### src/rtl/mips_defs_pkg.sv
// Shared MIPS encodings used by the EX-stage HI/LO multiply/divide unit.
package mips_defs;

    localparam logic [5:0] OPCODE_SPECIAL = 6'd0;

    localparam logic [5:0] FUNCT_MFHI  = 6'd16;
    localparam logic [5:0] FUNCT_MTHI  = 6'd17;
    localparam logic [5:0] FUNCT_MFLO  = 6'd18;
    localparam logic [5:0] FUNCT_MTLO  = 6'd19;
    localparam logic [5:0] FUNCT_MULT  = 6'd24;
    localparam logic [5:0] FUNCT_MULTU = 6'd25;
    localparam logic [5:0] FUNCT_DIV   = 6'd26;
    localparam logic [5:0] FUNCT_DIVU  = 6'd27;

    localparam logic [1:0] MUX_ALU = 2'b00;
    localparam logic [1:0] MUX_HI  = 2'b01;
    localparam logic [1:0] MUX_LO  = 2'b10;

    typedef enum logic [1:0] {
        OP_NONE,
        OP_MUL,
        OP_DIV,
        OP_MOVE
    } opClassT;

endpackage

### src/rtl/muldiv_decode.sv
// Combinational decode of the SPECIAL-opcode HI/LO instruction group.
module muldiv_decode
    import mips_defs::*;
(
    input  logic       valid,
    input  logic [5:0] opcode,
    input  logic [5:0] funct,
    output logic       groupHit,
    output opClassT    opClass,
    output logic       signedOp,
    output logic       hiWe,
    output logic       loWe,
    output logic [1:0] aluMux
);

    logic    special;
    opClassT functClass;

    assign special = (opcode == OPCODE_SPECIAL);

    always_comb begin
        functClass = OP_NONE;
        case (funct)
            FUNCT_MFHI, FUNCT_MTHI, FUNCT_MFLO, FUNCT_MTLO: functClass = OP_MOVE;
            FUNCT_MULT, FUNCT_MULTU:                         functClass = OP_MUL;
            FUNCT_DIV, FUNCT_DIVU:                           functClass = OP_DIV;
            default:                                         functClass = OP_NONE;
        endcase
    end

    assign groupHit = valid && special && (functClass != OP_NONE);
    assign opClass  = groupHit ? functClass : OP_NONE;
    assign signedOp = (funct == FUNCT_MULT) || (funct == FUNCT_DIV);
    assign hiWe     = groupHit && (funct == FUNCT_MTHI);
    assign loWe     = groupHit && (funct == FUNCT_MTLO);

    // Result select ignores valid so the forwarding mux settles early.
    always_comb begin
        aluMux = MUX_ALU;
        if (special && funct == FUNCT_MFHI)
            aluMux = MUX_HI;
        else if (special && funct == FUNCT_MFLO)
            aluMux = MUX_LO;
    end

endmodule

### src/rtl/mult_div_unit.sv
// Iterative multiply/divide unit with architectural HI/LO registers, one bit per cycle.
module mult_div_unit
    import mips_defs::*;
#(
    parameter int WIDTH = 32
) (
    input  logic             clk,
    input  logic             reset,
    input  logic             valid,
    input  logic [5:0]       opcode,
    input  logic [5:0]       funct,
    input  logic [WIDTH-1:0] rs_data,
    input  logic [WIDTH-1:0] rt_data,
    output logic [1:0]       alu_mux,
    output logic [WIDTH-1:0] result,
    output logic [WIDTH-1:0] hi,
    output logic [WIDTH-1:0] lo,
    output logic             busy,
    output logic             stall,
    output logic             div_by_zero
);

    localparam int CW = $clog2(WIDTH + 1);

    typedef enum logic [1:0] {IDLE, MUL, DIV, FIX} stateT;

    function automatic logic [WIDTH-1:0] magnitude(input logic [WIDTH-1:0] v, input logic isSigned);
        return (isSigned && v[WIDTH-1]) ? -v : v;
    endfunction

    stateT            state;
    logic [CW-1:0]    count;
    logic [2*WIDTH-1:0] acc;
    logic [WIDTH-1:0] remReg;
    logic [WIDTH-1:0] opB;
    logic             negLo;
    logic             negHi;
    logic             fixDiv;

    logic             groupHit;
    opClassT          opClass;
    logic             signedOp;
    logic             hiWe;
    logic             loWe;

    muldiv_decode uDecode (
        .valid    (valid),
        .opcode   (opcode),
        .funct    (funct),
        .groupHit (groupHit),
        .opClass  (opClass),
        .signedOp (signedOp),
        .hiWe     (hiWe),
        .loWe     (loWe),
        .aluMux   (alu_mux)
    );

    logic             idle;
    logic             startMul;
    logic             startDiv;
    logic             divZero;
    logic [WIDTH-1:0] magA;
    logic [WIDTH-1:0] magB;

    assign idle     = (state == IDLE);
    assign divZero  = (rt_data == '0);
    assign startMul = idle && opClass == OP_MUL;
    assign startDiv = idle && opClass == OP_DIV && !divZero;
    assign magA     = magnitude(rs_data, signedOp);
    assign magB     = magnitude(rt_data, signedOp);

    assign busy   = !idle;
    assign stall  = busy && groupHit;
    assign result = (alu_mux == MUX_HI) ? hi : (alu_mux == MUX_LO) ? lo : '0;

    // Per-iteration step: shift-add for multiply, restoring shift-subtract for divide.
    logic [WIDTH:0]     mulSum;
    logic [WIDTH:0]     divShift;
    logic [WIDTH+1:0]   divTrial;

    assign mulSum   = {1'b0, acc[2*WIDTH-1:WIDTH]} + {1'b0, (acc[0] ? opB : '0)};
    assign divShift = {remReg, acc[WIDTH-1]};
    assign divTrial = {1'b0, divShift} - {2'b00, opB};

    logic [2*WIDTH-1:0] mulFinal;
    logic [WIDTH-1:0]   quoFinal;
    logic [WIDTH-1:0]   remFinal;

    assign mulFinal = negLo ? -acc : acc;
    assign quoFinal = negLo ? -acc[WIDTH-1:0] : acc[WIDTH-1:0];
    assign remFinal = negHi ? -remReg : remReg;

    always_ff @(posedge clk) begin
        if (startMul) begin
            acc    <= {{WIDTH{1'b0}}, magB};
            opB    <= magA;
            negLo  <= signedOp && (rs_data[WIDTH-1] ^ rt_data[WIDTH-1]);
            negHi  <= 1'b0;
            fixDiv <= 1'b0;
        end else if (startDiv) begin
            acc    <= {{WIDTH{1'b0}}, magA};
            remReg <= '0;
            opB    <= magB;
            negLo  <= signedOp && (rs_data[WIDTH-1] ^ rt_data[WIDTH-1]);
            negHi  <= signedOp && rs_data[WIDTH-1];
            fixDiv <= 1'b1;
        end else if (state == MUL) begin
            acc <= {mulSum, acc[WIDTH-1:1]};
        end else if (state == DIV) begin
            acc[WIDTH-1:0] <= {acc[WIDTH-2:0], !divTrial[WIDTH+1]};
            remReg         <= divTrial[WIDTH+1] ? divShift[WIDTH-1:0] : divTrial[WIDTH-1:0];
        end
    end

    always_ff @(posedge clk) begin
        if (reset) begin
            state       <= IDLE;
            count       <= '0;
            hi          <= '0;
            lo          <= '0;
            div_by_zero <= 1'b0;
        end else begin
            div_by_zero <= 1'b0;
            case (state)
                IDLE: begin
                    if (hiWe) hi <= rs_data;
                    if (loWe) lo <= rs_data;
                    if (startMul) begin
                        state <= MUL;
                        count <= CW'(WIDTH);
                    end else if (startDiv) begin
                        state <= DIV;
                        count <= CW'(WIDTH);
                    end else if (opClass == OP_DIV) begin
                        div_by_zero <= 1'b1;
                    end
                end
                MUL, DIV: begin
                    count <= count - CW'(1);
                    if (count == CW'(1)) state <= FIX;
                end
                FIX: begin
                    if (fixDiv) {hi, lo} <= {remFinal, quoFinal};
                    else        {hi, lo} <= mulFinal;
                    state <= IDLE;
                end
                default: state <= IDLE;
            endcase
        end
    end

endmodule
### config.mk
export PLATFORM = sky130hd
export DESIGN_NAME = mult_div_unit
export DESIGN_NICKNAME = d
export VERILOG_FILES = /design/src/rtl/mips_defs_pkg.sv /design/src/rtl/muldiv_decode.sv /design/src/rtl/mult_div_unit.sv
export SDC_FILE = /design/constraint.sdc
export NUM_CORES = 1
export LEC_CHECK = 0
export ABC_CLOCK_PERIOD_IN_PS = 4800
export CAP_MARGIN = 20
export CORE_ASPECT_RATIO = 0.6
export CORE_MARGIN = 5
export CORE_UTILIZATION = 53
export DETAILED_ROUTE_END_ITERATION = 10
export GPL_TIMING_DRIVEN = 1
export HOLD_SLACK_MARGIN = 0.06
export PLACE_DENSITY = 0.74
export SLEW_MARGIN = 0
export SYNTH_ARGS = -nofsm -noshare
export SYNTH_HDL_FRONTEND = slang
export SYNTH_SLANG_ARGS = --single-unit
### constraint.sdc
create_clock -name clk -period 4.8 [get_ports clk]
set_input_delay 0.96 -clock clk [delete_from_list [all_inputs] [get_ports clk]]
set_output_delay 0.96 -clock clk [all_outputs]
set_load 0.05 [all_outputs]
Word level (Yosys, flattened, before mapping)
Memories as Yosys holds them, arrays and structs flattened.
Cells that the tools add are included.
Word-level totals
  register bits: 204
  ROM bits: 64
  input port bits: 79
  output and inout port bits: 101
  logic and storage cells: 114
  memories: 1
Operators by class
  $add $sub $neg: 8
  eq/ne operators: 19
  muxes and demuxes: 37
  bitwise operators: 3
  reduce and logical (&&, ||, !) cells: 34
Memory list
  (name not given): words 32, width 2, rd ports 1, clocked after Yosys merged registers in 0, wr ports 0, line muldiv_decode.sv:23  | case (funct)
Operators by type and width (number)
  32-bit 2-to-1 mux: 20
  32-bit negator: 4
  32-bit one-hot mux with 2 select lines: 2
  64-bit 2-to-1 mux: 1
  64-bit negator: 1
  6-bit by 5-bit == test with 1-bit output (second input constant): 6
  33-bit by 32-bit subtractor with 34-bit output: 1
  32-bit by 32-bit adder with 33-bit output: 1
  32-bit logical NOT: 1
  2-bit 2-to-1 mux: 7
  1-bit logical AND: 13
  6-bit 2-to-1 mux: 2
  6-bit one-hot mux with 2 select lines: 1
  2-bit nonzero test: 5
  2-bit == test (second input constant): 4
  2-bit != test (second input constant): 4
  2-bit AND reduction: 4
  2-bit by 1-bit == test with 1-bit output (second input constant): 3
  6-bit by 1-bit == test with 1-bit output (second input constant): 1
  6-bit logical NOT: 1
  2-bit one-hot mux with 3 select lines: 1
  6-bit by 1-bit subtractor with 6-bit output (second input constant): 1
  4-bit nonzero test: 1
  2-bit OR reduction: 2
  9 further kinds: 14

Depth between registers and ports, before layout
Gate-level depths: netlist of the first run.
An unclocked memory read counts as a cell.
  word-level depth: 11
  gate-level depth with buffers: 14
  mapped depth without buffers: 12

By module
Synthesis of the first run repeated with hierarchy kept, for this count alone.
Second synthesis, totals
  cells, all modules: 2083
  area total of the unflattened synthesis: 16864.9 um^2
Modules (own cells, without submodules)
  mult_div_unit: times used 1, cells an instance 2062, area an instance 16752.3 um^2, sequential area each 5054.8 um^2
  muldiv_decode: times used 1, cells an instance 21, area an instance 112.6 um^2, sequential area each 0.0 um^2

Worst setup path before layout of the first run
Ideal clock, no wire load.
  path type: input to register
  from: in opcode[3]
  to: reg remReg[0], enable pin
  setup time: 0.461 ns
  arrival: 4.472 ns
  data required time: 4.339 ns
  slack: -0.133 ns
  stages on the path: 8
  buffers on the path: 1
  cell sequence: nor4_1 -> and3_1 -> and3_1 -> nand2_1 -> nor2_1 -> clkbuf_1 -> nor2_1 -> nor3_1
Between the ends
  longest elaborated chain between the ends: 9
  elaborated cells between the ends (all ways): 13
  those cells by class: eq/ne (3); mux (1); bitwise (1); reduce/logical (8)
Ends and longest elaborated chain
  start, declared: line mult_div_unit.sv:10  | input logic [5:0] opcode,
  6-bit logical NOT (*): line muldiv_decode.sv:19  | assign special = (opcode == OPCODE_SPECIAL);
  1-bit logical AND (*) (2 in a row): line muldiv_decode.sv:31  | assign groupHit = valid && special && (functClass != OP_NONE);
  2-bit 2-to-1 mux (*): line muldiv_decode.sv:32  | assign opClass = groupHit ? functClass : OP_NONE;
  2-bit == test: line mult_div_unit.sv:68  | assign startDiv = idle && opClass == OP_DIV && !divZero;
  1-bit logical AND (2 in a row): line mult_div_unit.sv:68
  2-bit != test (no source line) / 2-bit nonzero test (equally long branches)
  3-bit AND reduction (no source line) (*)
  end signal, assigned: line mult_div_unit.sv:111  | remReg <= divTrial[WIDTH+1] ? divShift[WIDTH-1:0] : divTrial[WIDTH-1:0];
  end, declared: line mult_div_unit.sv:34  | logic [WIDTH-1:0] remReg;
Mark *: on every way between the ends. The rest lies on a longest branch, timed or not.
A chain may end at the register's enable or synchronous reset.

Final worst setup path of the first run
  from: reg acc[0]
  to: reg acc[62]
Between the ends
  longest elaborated chain between the ends: 2
Ends and longest elaborated chain
  start, declared: line mult_div_unit.sv:33  | logic [2*WIDTH-1:0] acc;
  start signal, assigned: line mult_div_unit.sv:95  | acc <= {{WIDTH{1'b0}}, magB};
  start signal, assigned: line mult_div_unit.sv:101  | acc <= {{WIDTH{1'b0}}, magA};
  start signal, assigned: line mult_div_unit.sv:108  | acc <= {mulSum, acc[WIDTH-1:1]};
  32-bit 2-to-1 mux: line mult_div_unit.sv:81  | assign mulSum = {1'b0, acc[2*WIDTH-1:WIDTH]} + {1'b0, (acc[0] ? opB : '0)};
  32-bit by 32-bit adder with 33-bit output: line mult_div_unit.sv:81
No other way between the ends.

==> results of run 1 <==
-- flip-flops by register name (all words and copies together) (netlist names) --
register	flops
remReg	32
negLo	1
state	2
negHi	1
hi	32
opB	32
count	6
lo	32
div_by_zero	1
fixDiv	1
acc	64
-- through the flow --
stage	instances	instance area (um^2)	power, uW	hold slack [ps]	util [%]
after global placement	2616	19500	3360	464	62.3
after CTS	2656	20200	5220	499	64.7
after floorplan	2102	16900	2970	449	-
after global routing	2657	20200	5450	533	64.7
after detailed placement	2616	19500	3410	488	62.3
final	2658	20200	5260	497	64.7
-- cell usage in the layout, fill, tap and decap left out, drive strengths merged, types with 11 or more instances in the layout --
master / count
nor2: 314
a21oi: 155
nand2: 154
clkdlybuf4s50: 143
mux2i: 136
o21ai: 133
xnor2: 108
dfxtp: 107
edfxtp: 97
xor2: 84
buf: 84
inv: 81
ha: 75
a211oi: 73
o31ai: 46
o211ai: 43
a21o: 40
nand3: 35
nor3: 35
clkbuf: 32
o41ai: 24
nand2b: 19
nor4: 18
or3: 17
nand4: 17
or2: 16
or4: 16
a31oi: 12
and3: 11
-- worst min-delay path: cells and delay by family, from the launching register on --
family	cells	cell delay, ps
flops	1	330
compound gates	1	50
simple gates	1	70
-- cell type report --
class | instances | area (um^2) | area share [%]
clock inverter | 8 | 65.1 | 0.321
antenna | 2 | 5.00 | 0.0247
timing repair buffer | 227 | 2510 | 12.4
tap | 416 | 520 | 2.57
inverter | 82 | 312 | 1.54
sequential | 204 | 5060 | 25.0
multi-input combinational | 1687 | 11100 | 54.8
clock buffer | 32 | 693 | 3.42
-- power groups by stage --
| stage | Clock [uW] | Combinational, uW | Sequential, uW |
|---|---|---|---|
| 2_1_floorplan | 0 | 879 | 2090 |
| 6_report | 1830 | 1300 | 2130 |
| 3_3_place_gp | 0 | 1210 | 2150 |
| 4_1_cts | 1840 | 1260 | 2120 |
| 5_1_grt | 1900 | 1410 | 2140 |
| 3_5_place_dp | 0 | 1250 | 2160 |
-- logic make-up after synthesis --
family	share of synthesized area, %
AO/OA/AOI/OAI	22.5
XOR/XNOR	9.98
adder cells (fa/ha/maj)	5.80
buffers and inverters	4.77
flip-flops	30.0
multiplexers	8.14
AND/OR/NAND/NOR	18.8
-- what timing repair did --
item / 4_1_cts / 5_1_grt
hold buffers: 0 / 0
resized for setup: 0 / 1
hold endpoints to repair: 0 / 0
setup endpoints to repair: 0 / 1
-- worst max path at each step --
stage | end | slack [ps] | cells past startpoint
finish | acc[62] | 240 | 12
global route | acc[62] | 170 | 12
CTS | acc[62] | 360 | 12
detailed placement | acc[19] | 240 | 10
global placement | acc[19] | 330 | 10
floorplan | remReg[0] | 840 | 8
-- routing by layer --
| layer | track usage [%] | wire length [um] | share of wire, % | vias up |
|---|---|---|---|---|
| met5 | 0 | 0 | 0 | - |
| met4 | 8.42 | 1850 | 3.0 | 0 |
| met3 | 11.4 | 9160 | 15 | 106 |
| met2 | 42.7 | 23600 | 39 | 1065 |
| met1 | 48.6 | 26200 | 43 | 8029 |
| li1 | - | - | - | 7884 |
==> results.py, run 1 <==
metrics = {
    "timing": {
        "clock.fmax_ghz": 0.219,
        "fin_ws_ps": 238,
        "rsz0062_at_grt": "false",
        "setup_violations": 0,
        "tightest_slew_ps": 935,
        "period_minus_slack_ps": 4560,
        "maxSlewHeadroom_pct": 37.7,
        "setup_tns_ps": 0,
        "finalCritPeriodShare_pct": 95.0,
        "hold_viol": 0,
        "fin_skew_ps": 12.7,
        "finalMaxSlewViolations": 0,
    },
    "setup_path": {
        "rr_startpoint": "acc[0]",
        "r2r_slack_ps": 240,
        "critPathTopFamily": "compound AO/OA/AOI/OAI gates",
        "cpPeakStageDelay_ps": 660,
        "cp.buffers_inverters": 1,
        "cp_common_cell": "o21ai_0",
        "crit_start": "acc[0]",
        "r2r-end": "acc[62]",
        "cp.arrival_ps": 4960,
        "timing_worst_setup_path_type": "flop to flop",
        "reg2regPathDepth": 12,
        "start_kind": "flop",
        "cp-end-kind": "flop",
        "cp_data_required_time_ps": 5200,
        "worstPathCellList": "clkinvlp_4 -> nor2_1 -> ha_1 -> nand2_1 -> nor4_1 -> nand3_1 -> a21oi_1 -> o21ai_0 -> o31ai_1 -> a31oi_1 -> xor2_1 -> o21ai_0",
        "critPathMaxFanout": 19,
        "cp_slowest_cell": "nor4_1",
    },
    "place": {
        "portBuffers": 179,
        "place_ws_ps": 245,
        "routabilityCongestion": 1.04,
        "dpl.hpwl_mm": 47.8,
    },
    "cts": {
        "cts_tree": "done",
        "cts_made_buffers": 23,
        "ctsHtreeMaxLevel": 1,
        "postCtsSetupBuffers": 0,
        "path_clk_slew_ps": 70,
        "cts_buffer_depth": 3,
        "insertion_delay_ps": 530,
        "cts_num_sinks": 204,
        "cts_root_buf": "clkbuf_16",
    },
    "route": {
        "drt-pass1-iter-count": 6,
        "vias": 17084,
        "routed_wl_mm": 60.8,
        "drc_errors": 0,
        "detail-route-antenna-nets": 0,
        "post_drt_via_cell_ratio": 6.43,
        "initialDrtViolationCount": 2483,
        "wire_per_inst_um": 22.9,
    },
    "floorplanning": {
        "core_area_um2": 31300,
        "dieArea_um2": 35600,
        "die_x_um": 240,
        "die_height_um": 148,
        "ios": 180,
        "start_util_pct": 53.9,
        "rows": 50,
    },
    "power": {
        "seqPwrFrac_pct": 40.5,
        "switchingPower_uw": 1710,
        "ir_drop_mv": 0.216,
        "clkPwrFrac_pct": 34.8,
        "powerDensity_nw_per_um2": 260,
        "p_int_uw": 3550,
        "p_comb_share_pct": 24.7,
        "leakage_uw": 0.00761,
        "switching_share_pct": 32.5,
    },
    "finish": {
        "finalNetCount": 2381,
        "area_growth_pct": 20.1,
        "fill_cells": 2655,
        "drive_above_1_share_pct": 7.32,
    },
    "yosys": {
        "ys.flop_type": "dfxtp_1",
        "synth_area_leaders": "edfxtp_1 17%, dfxtp_1 13%, mux2i_1 8.1%, nor2_1 7.0%, xnor2_1 5.6%",
        "ys_seq_area_share_pct": 30.0,
        "ys_seq_elements": 204,
        "syn_area_um2": 16900,
        "synth.distinct_cells": 70,
        "synth_top_cell_by_area": "edfxtp_1",
        "yosys.area.top_type_share_pct": 17.3,
        "avgSynthCellArea_um2": 8.02,
        "synth_edf_count": 97,
        "synth_commonest_cells": "314 x nor2_1, 155 x a21oi_1, 154 x nand2_1",
        "ys_async_sr_fraction_pct": 0,
        "syn_inst": 2102,
        "synth.most_common_cell": "nor2_1",
        "ys_warn_count": 0,
        "synth_nets": 2258,
    },
    "grt": {
        "grt_max_degree": 107,
        "antenna_found_initial": 1,
        "grt_usage_pct": 32.1,
        "grt_pass1_wl_mm": 89.6,
        "grt_pass1_vias": 15055,
        "grt_overflow": 0,
    },
    "hold_path": {
        "min_to": "count[2]",
        "hold_depth": 2,
        "min_from": "count[2]",
        "min_path_type": "flop to flop",
    },
    "run_status": {
        "outcome": "completed",
    },
    "flow_run": {
        "maxCapViolCount": 0,
    },
}
Power figures use the tool's default switching activity.
==> run 2: changes to the inputs <==
==> constraint.sdc (replaced) <==
create_clock -name clk -period 4.8 [get_ports clk]
set_input_delay 0.72 -clock clk [delete_from_list [all_inputs] [get_ports clk]]
set_output_delay 0.72 -clock clk [all_outputs]
set_load 0.05 [all_outputs]
==> results.py, run 2 (synthesis results as in run 1) <==
metrics = {
    "timing": {
        "finalCritPeriodShare_pct": 95.2,
        "tightest_slew_ps": 949,
        "hold_viol": 0,
        "finalMaxSlewViolations": 0,
        "maxSlewHeadroom_pct": 36.7,
        "period_minus_slack_ps": 4570,
        "rsz0062_at_grt": "false",
        "fin_skew_ps": 16.3,
        "setup_violations": 0,
        "setup_tns_ps": 0,
        "clock.fmax_ghz": 0.219,
        "hold_slack_ps": 492,
    },
    "run_status": {
        "outcome": "completed",
    },
    "finish": {
        "layout_commonest_cell": "nor2_1",
        "drive_above_1_share_pct": 6.64,
        "finalNetCount": 2370,
        "largest_register_ff_count": 64,
        "top_register": "acc",
        "instances_no_fill": 2645,
        "area_growth_pct": 16.8,
        "antenna_cells": 0,
        "layout_common_cells": "313 x nor2_1, 153 x nand2_1, 153 x a21oi_1, 143 x clkdlybuf4s50_1, 136 x mux2i_1",
    },
    "setup_path": {
        "r2r_slack_ps": 230,
        "rr_startpoint": "acc[0]",
        "cp_slowest_cell": "clkinv_1",
        "worstPathCellList": "clkinv_1 -> nor2_1 -> ha_1 -> a211oi_1 -> o21ai_0 -> nand4_1 -> a21oi_1 -> o21ai_0 -> o31ai_1 -> a31oi_1 -> xor2_1 -> o21ai_0",
        "cp_common_cell": "o21ai_0",
        "cp-end-kind": "flop",
        "r2r-end": "acc[62]",
        "reg2regPathDepth": 12,
        "critPathTopFamily": "compound AO/OA/AOI/OAI gates",
        "cp.arrival_ps": 4950,
        "cp.buffers_inverters": 1,
        "cp_num_cells": 12,
        "start_kind": "flop",
        "critPathMaxFanout": 18,
        "timing_worst_setup_path_type": "flop to flop",
        "cpPeakStageDelay_ps": 620,
        "cp_data_required_time_ps": 5180,
    },
    "hold_path": {
        "min_path_type": "flop to flop",
        "min_to": "count[5]",
        "hold_depth": 1,
        "min_from": "count[5]",
    },
    "cts": {
        "cts_made_buffers": 23,
        "postCtsSetupBuffers": 0,
        "insertion_delay_ps": 530,
        "cts_num_sinks": 204,
        "cts_resized": 0,
        "ctsHoldBuffers": 0,
        "cts_tree": "done",
        "cts_root_buf": "clkbuf_16",
        "cts_buffer_depth": 3,
        "path_clk_slew_ps": 60,
        "ctsHtreeMaxLevel": 1,
    },
    "power": {
        "leakage_uw": 0.00745,
        "ir_drop_mv": 0.265,
        "powerDensity_nw_per_um2": 260,
    },
    "route": {
        "initialDrtViolationCount": 2477,
        "post_drt_via_cell_ratio": 6.45,
        "routed_wl_mm": 59.5,
        "vias": 17052,
        "drt-pass1-iter-count": 7,
        "wire_per_inst_um": 22.5,
        "detail-route-antenna-nets": 0,
        "drc_errors": 0,
    },
    "place": {
        "place_inst": 2604,
        "portBuffers": 179,
        "dpl.hpwl_mm": 46.6,
        "routabilityCongestion": 1.06,
    },
    "grt": {
        "grt_pass1_wl_mm": 89.5,
        "grt_usage_pct": 31.8,
        "grt_pass1_vias": 15140,
        "grt_max_degree": 107,
        "antenna_found_initial": 0,
        "grt_overflow": 0,
    },
    "floorplanning": {
        "die_height_um": 148,
        "dieArea_um2": 35600,
        "rows": 50,
        "core_area_um2": 31300,
        "start_util_pct": 53.9,
        "ios": 180,
        "die_x_um": 240,
    },
    "flow_run": {
        "maxCapViolCount": 0,
    },
}
-- run 2: changes by cell type in the layout (fill, tap and decap cells not counted), sizes merged --
cell,delta
buf,-11
bufinv,-1
clkbuf,+2
clkinv,+1
clkinvlp,-1
diode,-2
inv,-1
-- run 2: area by class of cell --
type                       instances  area (um^2)
multi-input combinational       1687        11100
clock inverter                     6         32.5
timing repair buffer             216         2010
inverter                          82          308
fill                            2668        11600
tap                              416          520
sequential                       204         5060
clock buffer                      34          679
-- run 2: stage by stage --
stage          cell area (um^2)  worst slack, ps  utilization, %  power, uW
2_1_floorplan             16900              107               -       2970
3_3_place_gp              19000              522            60.6       3340
3_5_place_dp              19000              353            60.6       3380
4_1_cts                   19700              564            62.9       5070
5_1_grt                   19700              128            62.9       5330
6_report                  19700              229            62.9       5130
-- run 2: layer usage --
metal / vias to the layer above / part of all wire (%) / global-route usage, % / wire, um
met5: - / 0 / 0 / 0
met4: 0 / 2.5 / 6.66 / 1500
met3: 116 / 14 / 10.6 / 8520
met2: 1013 / 39 / 43.2 / 23000
met1: 8065 / 44 / 48.8 / 26400
li1: 7858 / - / - / -
-- run 2: worst max-delay path by stage --
stage / startpoint / to
global route: acc[0] / acc[62]
finish: acc[0] / acc[62]
detailed placement: rt_data[0] / acc[17]
CTS: acc[0] / acc[62]
floorplan: opcode[3] / remReg[0]
global placement: rt_data[24] / acc[17]
-- run 2: power by group --
group	internal (uW)	leakage, uW	switching (uW)	total [uW]
clock network	979	0.000352	752	1730
logic	533	0.00535	735	1270
registers	1950	0.00175	173	2130
-- run 2: worst register-to-register path: cells and delay by family, from the launching register on --
| family | cells | cell delay, ps |
|---|---|---|
| AOI/OAI and AO/OA | 7 | 2190 |
| xor gates and xnor gates | 1 | 340 |
| adders and majority gates | 1 | 230 |
| buffers and inverters | 1 | 620 |
| DFF | 1 | 470 |
| and+or+nand+nor | 2 | 590 |
